`src/rtl/control_pkg.sv`:
```
// control_pkg: shared state encoding, opcode/funct constants, ALU and ALUSrcB codes for the multicycle control FSM
package control_pkg;
  typedef enum logic [3:0] {
    FETCH, DECODE, MEMADR, MEMREAD, MEMWB, MEMWRITE, EXECUTE, ALUWB, BRANCH, ADDIEXEC, ADDIWB
  } state_t;
  localparam logic [5:0] OP_RTYPE = 6'h00;
  localparam logic [5:0] OP_LW    = 6'h23;
  localparam logic [5:0] OP_SW    = 6'h2b;
  localparam logic [5:0] OP_BEQ   = 6'h04;
  localparam logic [5:0] OP_ADDI  = 6'h08;
  localparam logic [5:0] FN_ADD   = 6'h20;
  localparam logic [5:0] FN_SUB   = 6'h22;
  localparam logic [5:0] FN_AND   = 6'h24;
  localparam logic [5:0] FN_OR    = 6'h25;
  localparam logic [5:0] FN_SLT   = 6'h2a;
  localparam logic [3:0] ALU_AND  = 4'b0000;
  localparam logic [3:0] ALU_OR   = 4'b0001;
  localparam logic [3:0] ALU_ADD  = 4'b0010;
  localparam logic [3:0] ALU_SUB  = 4'b0110;
  localparam logic [3:0] ALU_SLT  = 4'b0111;
  localparam logic [1:0] SRCB_B    = 2'b00;
  localparam logic [1:0] SRCB_4    = 2'b01;
  localparam logic [1:0] SRCB_IMM  = 2'b10;
  localparam logic [1:0] SRCB_IMM2 = 2'b11;
endpackage

```
`src/rtl/alu_decoder.sv`:
```
// alu_decoder: R-type funct_i -> alu_ctl_o operation code and funct_valid_o legality flag
module alu_decoder
  import control_pkg::*;
(
  input  logic [5:0] funct_i,
  output logic [3:0] alu_ctl_o,
  output logic       funct_valid_o
);
  assign alu_ctl_o = funct_i == FN_SUB ? ALU_SUB :
                     funct_i == FN_AND ? ALU_AND :
                     funct_i == FN_OR  ? ALU_OR  :
                     funct_i == FN_SLT ? ALU_SLT : ALU_ADD;
  assign funct_valid_o = funct_i inside {FN_ADD, FN_SUB, FN_AND, FN_OR, FN_SLT};
endmodule

```
`src/rtl/multicycle_control.sv`:
```
// multicycle_control: MIPS multicycle Moore control FSM; in clk/reset(n)/OP/Funct/Zero, out datapath strobes, instr_done_o, sticky illegal_o
module multicycle_control
  import control_pkg::*;
#(
  parameter int ALU_W = 4
) (
  input  logic             clk,
  input  logic             reset,
  input  logic [5:0]       OP,
  input  logic [5:0]       Funct,
  input  logic             Zero,
  output logic             PCWrite,
  output logic             IorD,
  output logic             MemWrite,
  output logic             IRWrite,
  output logic             RegDst,
  output logic             MemtoReg,
  output logic             RegWrite,
  output logic             ALUSrcA,
  output logic [1:0]       ALUSrcB,
  output logic [ALU_W-1:0] ALUControl,
  output logic             PCSrc,
  output logic             instr_done_o,
  output logic             illegal_o
);
  state_t     state_q, state_d;
  logic       illegal_q, illegal_d;
  logic [3:0] fn_ctl;
  logic       fn_ok;
  alu_decoder u_dec (
    .funct_i      (Funct),
    .alu_ctl_o    (fn_ctl),
    .funct_valid_o(fn_ok)
  );
  always_comb begin
    state_d   = FETCH;
    illegal_d = illegal_q;
    case (state_q)
      FETCH: state_d = DECODE;
      DECODE: begin
        state_d = (OP == OP_LW || OP == OP_SW)  ? MEMADR   :
                  (OP == OP_RTYPE && fn_ok)     ? EXECUTE  :
                  OP == OP_BEQ                  ? BRANCH   :
                  OP == OP_ADDI                 ? ADDIEXEC : FETCH;
        illegal_d = illegal_q | (state_d == FETCH);
      end
      MEMADR:   state_d = OP == OP_LW ? MEMREAD : MEMWRITE;
      MEMREAD:  state_d = MEMWB;
      EXECUTE:  state_d = ALUWB;
      ADDIEXEC: state_d = ADDIWB;
      default:  state_d = FETCH;
    endcase
  end
  always_ff @(posedge clk) begin
    if (!reset) begin
      state_q   <= FETCH;
      illegal_q <= 1'b0;
    end else begin
      state_q   <= state_d;
      illegal_q <= illegal_d;
    end
  end
  assign PCWrite      = reset & (state_q == FETCH | (state_q == BRANCH & Zero));
  assign IorD         = state_q == MEMREAD | state_q == MEMWRITE;
  assign MemWrite     = reset & state_q == MEMWRITE;
  assign IRWrite      = reset & state_q == FETCH;
  assign RegDst       = state_q == ALUWB;
  assign MemtoReg     = state_q == MEMWB;
  assign RegWrite     = reset & (state_q == MEMWB | state_q == ALUWB | state_q == ADDIWB);
  assign ALUSrcA      = state_q == MEMADR | state_q == EXECUTE | state_q == BRANCH | state_q == ADDIEXEC;
  assign ALUSrcB      = state_q == FETCH  ? SRCB_4    :
                        state_q == DECODE ? SRCB_IMM2 :
                        (state_q == MEMADR | state_q == ADDIEXEC) ? SRCB_IMM : SRCB_B;
  assign ALUControl   = ALU_W'(state_q == EXECUTE ? fn_ctl : state_q == BRANCH ? ALU_SUB : ALU_ADD);
  assign PCSrc        = state_q == BRANCH;
  assign instr_done_o = state_q == MEMWB | state_q == MEMWRITE | state_q == ALUWB |
                        state_q == BRANCH | state_q == ADDIWB;
  assign illegal_o    = illegal_q;
endmodule

```
`config.mk`:
```
export PLATFORM = sky130hd
export DESIGN_NAME = multicycle_control
export DESIGN_NICKNAME = d
export VERILOG_FILES = /design/src/rtl/control_pkg.sv /design/src/rtl/alu_decoder.sv /design/src/rtl/multicycle_control.sv
export SDC_FILE = /design/constraint.sdc
export NUM_CORES = 1
export LEC_CHECK = 0
export CAP_MARGIN = 20
export CELL_PAD_IN_SITES_DETAIL_PLACEMENT = 0
export CELL_PAD_IN_SITES_GLOBAL_PLACEMENT = 1
export CORE_UTILIZATION = 27
export CTS_BUF_LIST = sky130_fd_sc_hd__clkbuf_16
export CTS_CLUSTER_DIAMETER = 80
export DETAILED_ROUTE_END_ITERATION = 16
export PLACE_DENSITY_LB_ADDON = 0.1
export SYNTH_ARGS = -nofsm -noshare
export SYNTH_HDL_FRONTEND = slang
export SYNTH_SLANG_ARGS = --single-unit
```
`constraint.sdc`:
```
create_clock -name clk -period 4.5 [get_ports clk]
set_clock_uncertainty 0.2 [all_clocks]
set_input_delay 1.35 -clock clk [delete_from_list [all_inputs] [get_ports clk]]
set_output_delay 1.35 -clock clk [all_outputs]
set_load 0.05 [all_outputs]
```
* Word level (Yosys, flattened, before mapping)
Cells that the tools add are included.
** Storage, ports and cells
- Flip-flop bits (word level) :: 5
- Bits of input ports :: 15
- Output and inout bits :: 17
- Logic and storage cells :: 60
** Operators by class
- Equality and inequality tests :: 19
- Mux-type cells :: 15
- Bitwise logic cells :: 18
- Reductions and logical operators :: 6
** Operators with widths (number)
- 6-bit equality test, second input constant :: 7
- 4-bit 2-to-1 mux :: 8
- 4-bit one-hot mux with 6 select lines :: 1
- 4-bit by 3-bit equality test with 1-bit output, second input constant :: 4
- 1-bit OR :: 13
- 4-bit equality test, second input constant :: 3
- 3-bit 2-to-1 mux :: 3
- 4-bit by 2-bit equality test with 1-bit output, second input constant :: 2
- 4-bit logical NOT :: 2
- 6-bit by 3-bit equality test with 1-bit output, second input constant :: 1
- 6-bit by 4-bit equality test with 1-bit output, second input constant :: 1
- 6-bit logical NOT :: 1
- 2-bit 2-to-1 mux :: 3
- 1-bit bitwise AND :: 5
- 5-bit nonzero test :: 1
- 4-bit by 1-bit equality test with 1-bit output, second input constant :: 1
- 1-bit logical AND :: 1
- 1-bit logical OR :: 1

* Longest topological paths before layout
Gate-level depths: netlist of the first run.
- Word-level depth :: 7
- Depth in mapped cells :: 5
- Mapped depth without buffers :: 4

* By module
From an unflattened synthesis of the first run, not the netlist that was laid out.
** Second synthesis, totals
- Cell total of the unflattened synthesis :: 82
- Area total of the unflattened synthesis :: 581.8 sq um
** Modules (own cells, without submodules)
- multicycle_control :: times used 1, cells each 71, area each 488.0 sq um
- alu_decoder :: times used 1, cells each 11, area each 93.8 sq um

* Worst setup path before layout of the first run
OpenSTA, ideal clock, no wires.
- Path kind :: input -> output
- Start point :: input port reset
- End point :: output port PCWrite
- Arrival time :: 3.185 ns
- Data required time :: 2.950 ns
- Setup slack :: -0.235 ns
- Stages on the path :: 4
- Path through :: clkbuf_1 -> nand2_1 -> nor3_1 -> a31o_2
** Between the ends
- Longest elaborated chain between the ends :: 1
** Ends and longest elaborated chain
- from (decl) :: line multicycle_control.sv:8 : input logic reset,
- 1-bit bitwise AND :: line multicycle_control.sv:63 : assign PCWrite = reset & (state_q == FETCH | (state_q == BRANCH & Zero));
- to (decl) :: line multicycle_control.sv:12 : output logic PCWrite,
Every way passes these cells.

* Final worst setup path of the first run
- Start point :: input port Funct[4]
- End point :: output port ALUControl[1]
** Between the ends
- Longest elaborated chain between the ends :: 5
- Elaborated cells on any way between the ends :: 7
- Those cells by class :: eq/ne (3); mux (4)
** Ends and longest elaborated chain
- from (decl) :: line multicycle_control.sv:10 : input logic [5:0] Funct,
- 6-bit equality test :: line alu_decoder.sv:11 : funct_i == FN_OR ? ALU_OR :
- 4-bit 2-to-1 mux :: line alu_decoder.sv:11
- 4-bit 2-to-1 mux :: line alu_decoder.sv:10 : funct_i == FN_AND ? ALU_AND :
- 4-bit 2-to-1 mux (*) :: line alu_decoder.sv:9 : assign alu_ctl_o = funct_i == FN_SUB ? ALU_SUB :
- 4-bit 2-to-1 mux (*) :: line multicycle_control.sv:74 : assign ALUControl = ALU_W'(state_q == EXECUTE ? fn_ctl : state_q == BRANCH ? ALU_SUB : ALU_ADD);
- to (decl) :: line multicycle_control.sv:21 : output logic [ALU_W-1:0] ALUControl,
Every way passes the cells marked *; elsewhere a longest branch is shown, timed or not.

==> results_dict.tcl, run 1 <==
set metrics [dict create \
    outcome "finished, final reports clean" \
    cp_cell_sequence "dlygate4sd2_1 -> or4b_4 -> or4b_4 -> buf_8" \
    route.detailed.wl_per_inst_um 12.0 \
    period_needed_ns 4.36 \
    worst_setup_path_start_kind "primary input" \
    hold_viol 0 \
    cts_setup_buffers 0 \
    diodes 0 \
    avgSynthCellArea_sq_um 7.36 \
    ctsRootBufferMaster "clkbuf_16" \
    yosys.area.top_type "dfxtp_1" \
    period_share_pct 96.9 \
    grt_max_degree 13 \
    critPathKind "primary input to output port" \
    seqPwrFrac_pct 19.8 \
    first_pass_iters 4 \
    ys_warn_count 0 \
    die_w_um 48.1 \
    synth_edf_count 0 \
    dpl.hpwl_um 1260 \
    required_ns 2.95 \
    yosys.cell_count.top_type "nand2_1" \
    finalSetupViolations 0 \
    antenna_left 0 \
    synth_commonest_cells "7 x nand2_1, 6 x nor2_1, 5 x dfxtp_1" \
    start_util_pct 29.0 \
    swShare_pct 25.1 \
    dp_cells 131 \
    critical_path.slowest_cell "or4b_4" \
    wirelength_um 1630 \
    clk_path_buf_depth 2 \
    portBuffers 30 \
    clock.fmax_ghz 0.229 \
    coreArea_sq_um 1980 \
    synth_sequential_area_ratio_pct 17.4 \
    syn2layout_area_growth_pct 79.5 \
    cts_max_level 1 \
    cellLeakagePower_nw 0.382 \
    grt_pass1_wl_um 2550 \
    slew_headroom_pct 60.7 \
    viasPerCell 5.05 \
    clockPowerShare_pct 56.8 \
    worst_pin_slew_ns 0.575 \
    synth_flop_cell "dfxtp_1" \
    combPwrFrac_pct 23.4 \
    die_y_um 48.1 \
    drc 0 \
    path_max_fanout 2 \
    ys_async_sr_fraction_pct 0 \
    grt_pass1_vias 586 \
    place.gp.congestion 0.766 \
    p_sw_mw 0.0633 \
    met3_usage_pct 3.70 \
    clock_latency_ns 0.23 \
    layout-drive-gt1-share_pct 17.6 \
    stdcell_count 135 \
    drt-initial-drc-count 16 \
    grtUsageMet1_pct 19.3 \
    ioPinCount 32 \
    die_area_sq_um 2320 \
    rows 16 \
    clkSinkCount 5 \
    power.internal_mw 0.189 \
    synthCells 78 \
    ys_top_cells_by_area "dfxtp_1 17%, nand2_1 4.6%, nand2b_1 4.4%, buf_6 3.9%, nor2_1 3.9%" \
    grt-busiest-layer "met2" \
    gr-usage-all-layers_pct 16.4 \
    final_nets 124 \
    setup_tns_ns 0 \
    cts_buffers 3 \
    cp.arrival_ns 2.81 \
    cp-end-kind "output port" \
    power_density_nw_per_um2 244 \
    maxCapViolCount 0 \
    post-route-util_pct 52.0 \
    rsz0062_at_grt "no" \
    num_vias 682 \
    gr-usage-met2_pct 27.0 \
    clkTransAtPathRegs_ns 0.03 \
    yosysUniqueCellTypes 39 \
    slowest_delay_ns 0.54 \
    crit_top_cell "or4b_4" \
    antenna_found_initial 0 \
    synth_top_area_share_pct 17.4 \
    grt_overflow 0 \
    holdCritPathClass "flop to flop" \
    synth_area_sq_um 574 \
    ir_drop_mv 0.218 \
    ys_ff_latch 5 \
    slew_violations 0 \
    synth.net_count 93 \
    cts_tree "yes" \
]
==> logic make-up (layout without fill, tap and decap cells) <==
group,count (synthesis),after routing,synth area share [%]
xor+xnor,2,2,3.05
buf+inv,11,41,11.8
compound gates,21,21,25.3
simple gates,37,37,40.1
flops,5,5,17.4
other cells,1,1,0.653
mux,1,1,1.74
==> placed cells by master, fill, tap and decap left out, types with 3 or more instances in the layout <==
master	count
nand2_1	7
a21oi_1	4
clkbuf_16	3
nand2b_1	4
nor2_1	6
buf_12	6
o21ai_0	4
nor3_1	3
inv_1	4
clkdlybuf4s50_1	21
dfxtp_1	5
==> metal layers <==
metal | share of wire (%) | up-vias | wire length [um]
li1 | - | 351 | -
met1 | 46 | 306 | 747
met2 | 47 | 23 | 756
met3 | 6.0 | 2 | 97
met4 | 1.5 | 0 | 24
met5 | 0 | - | 0
==> state kept, by name, indices dropped and copies added (netlist names) <==
| signal | flops |
|---|---|
| illegal_o | 1 |
| state_q | 4 |
==> worst max-delay path, delay by kind of cell <==
kind / cells / cell delay, ns
simple gates: 2 / 1.05
buf+inv: 2 / 0.41
==> cell type report <==
cell class	count	area, sq um
fillers	188	951
inverters	5	25.0
multi-input cells	62	415
clock buffers	3	75.1
well taps	27	33.8
repair buffers	32	378
flip-flops and latches	5	100
clock inverters	1	3.75
==> worst paths after layout <==
| check | from | to | slack (ns) | cells past startpoint |
|---|---|---|---|---|
| worst min-delay path | illegal_o | illegal_o | 0.28 | 2 |
| worst min register to register | illegal_o | illegal_o | 0.28 | 2 |
| worst max register to register | state_q[0] | state_q[0] | 2.47 | 4 |
| worst max-delay path | Funct[4] | ALUControl[1] | 0.14 | 4 |
==> repair_timing <==
action | 4_1_cts | 5_1_grt
gates resized for setup | 5 | 0
hold buffers | 0 | 0
endpoints found under the setup margin | 1 | 0
endpoints found under the hold margin | 0 | 0
==> through the flow <==
step	hold slack [ns]	area, sq um	power, mW	worst slack, ns
6_report	0.277	1030	0.252	0.140
5_1_grt	0.333	1030	0.263	0.108
4_1_cts	0.275	1030	0.255	0.139
3_5_place_dp	0.247	943	0.110	-0.0335
3_3_place_gp	0.248	943	0.110	-0.000780
2_1_floorplan	0.374	579	0.0824	0.234
==> power groups by stage <==
| stage | Combinational [mW] | Clock [mW] | Sequential [mW] |
|---|---|---|---|
| floorplan | 0.0310 | 0 | 0.0514 |
| global placement | 0.0593 | 0 | 0.0505 |
| detailed placement | 0.0595 | 0 | 0.0505 |
| CTS | 0.0592 | 0.146 | 0.0499 |
| global route | 0.0635 | 0.149 | 0.0504 |
| finish | 0.0590 | 0.143 | 0.0499 |
Power figures use the tool's default switching activity.
==> run 2: changes to the inputs <==
Settings changed: TNS_END_PERCENT set to 50.
==> results of run 2 <==
Final layout, timing and power as in run 1 (identical DEF).
==> run 3: changes to the inputs <==
Settings changed: CTS_CLUSTER_SIZE set to 10.
==> results of run 3 <==
Final layout, timing and power as in run 1 (identical DEF).
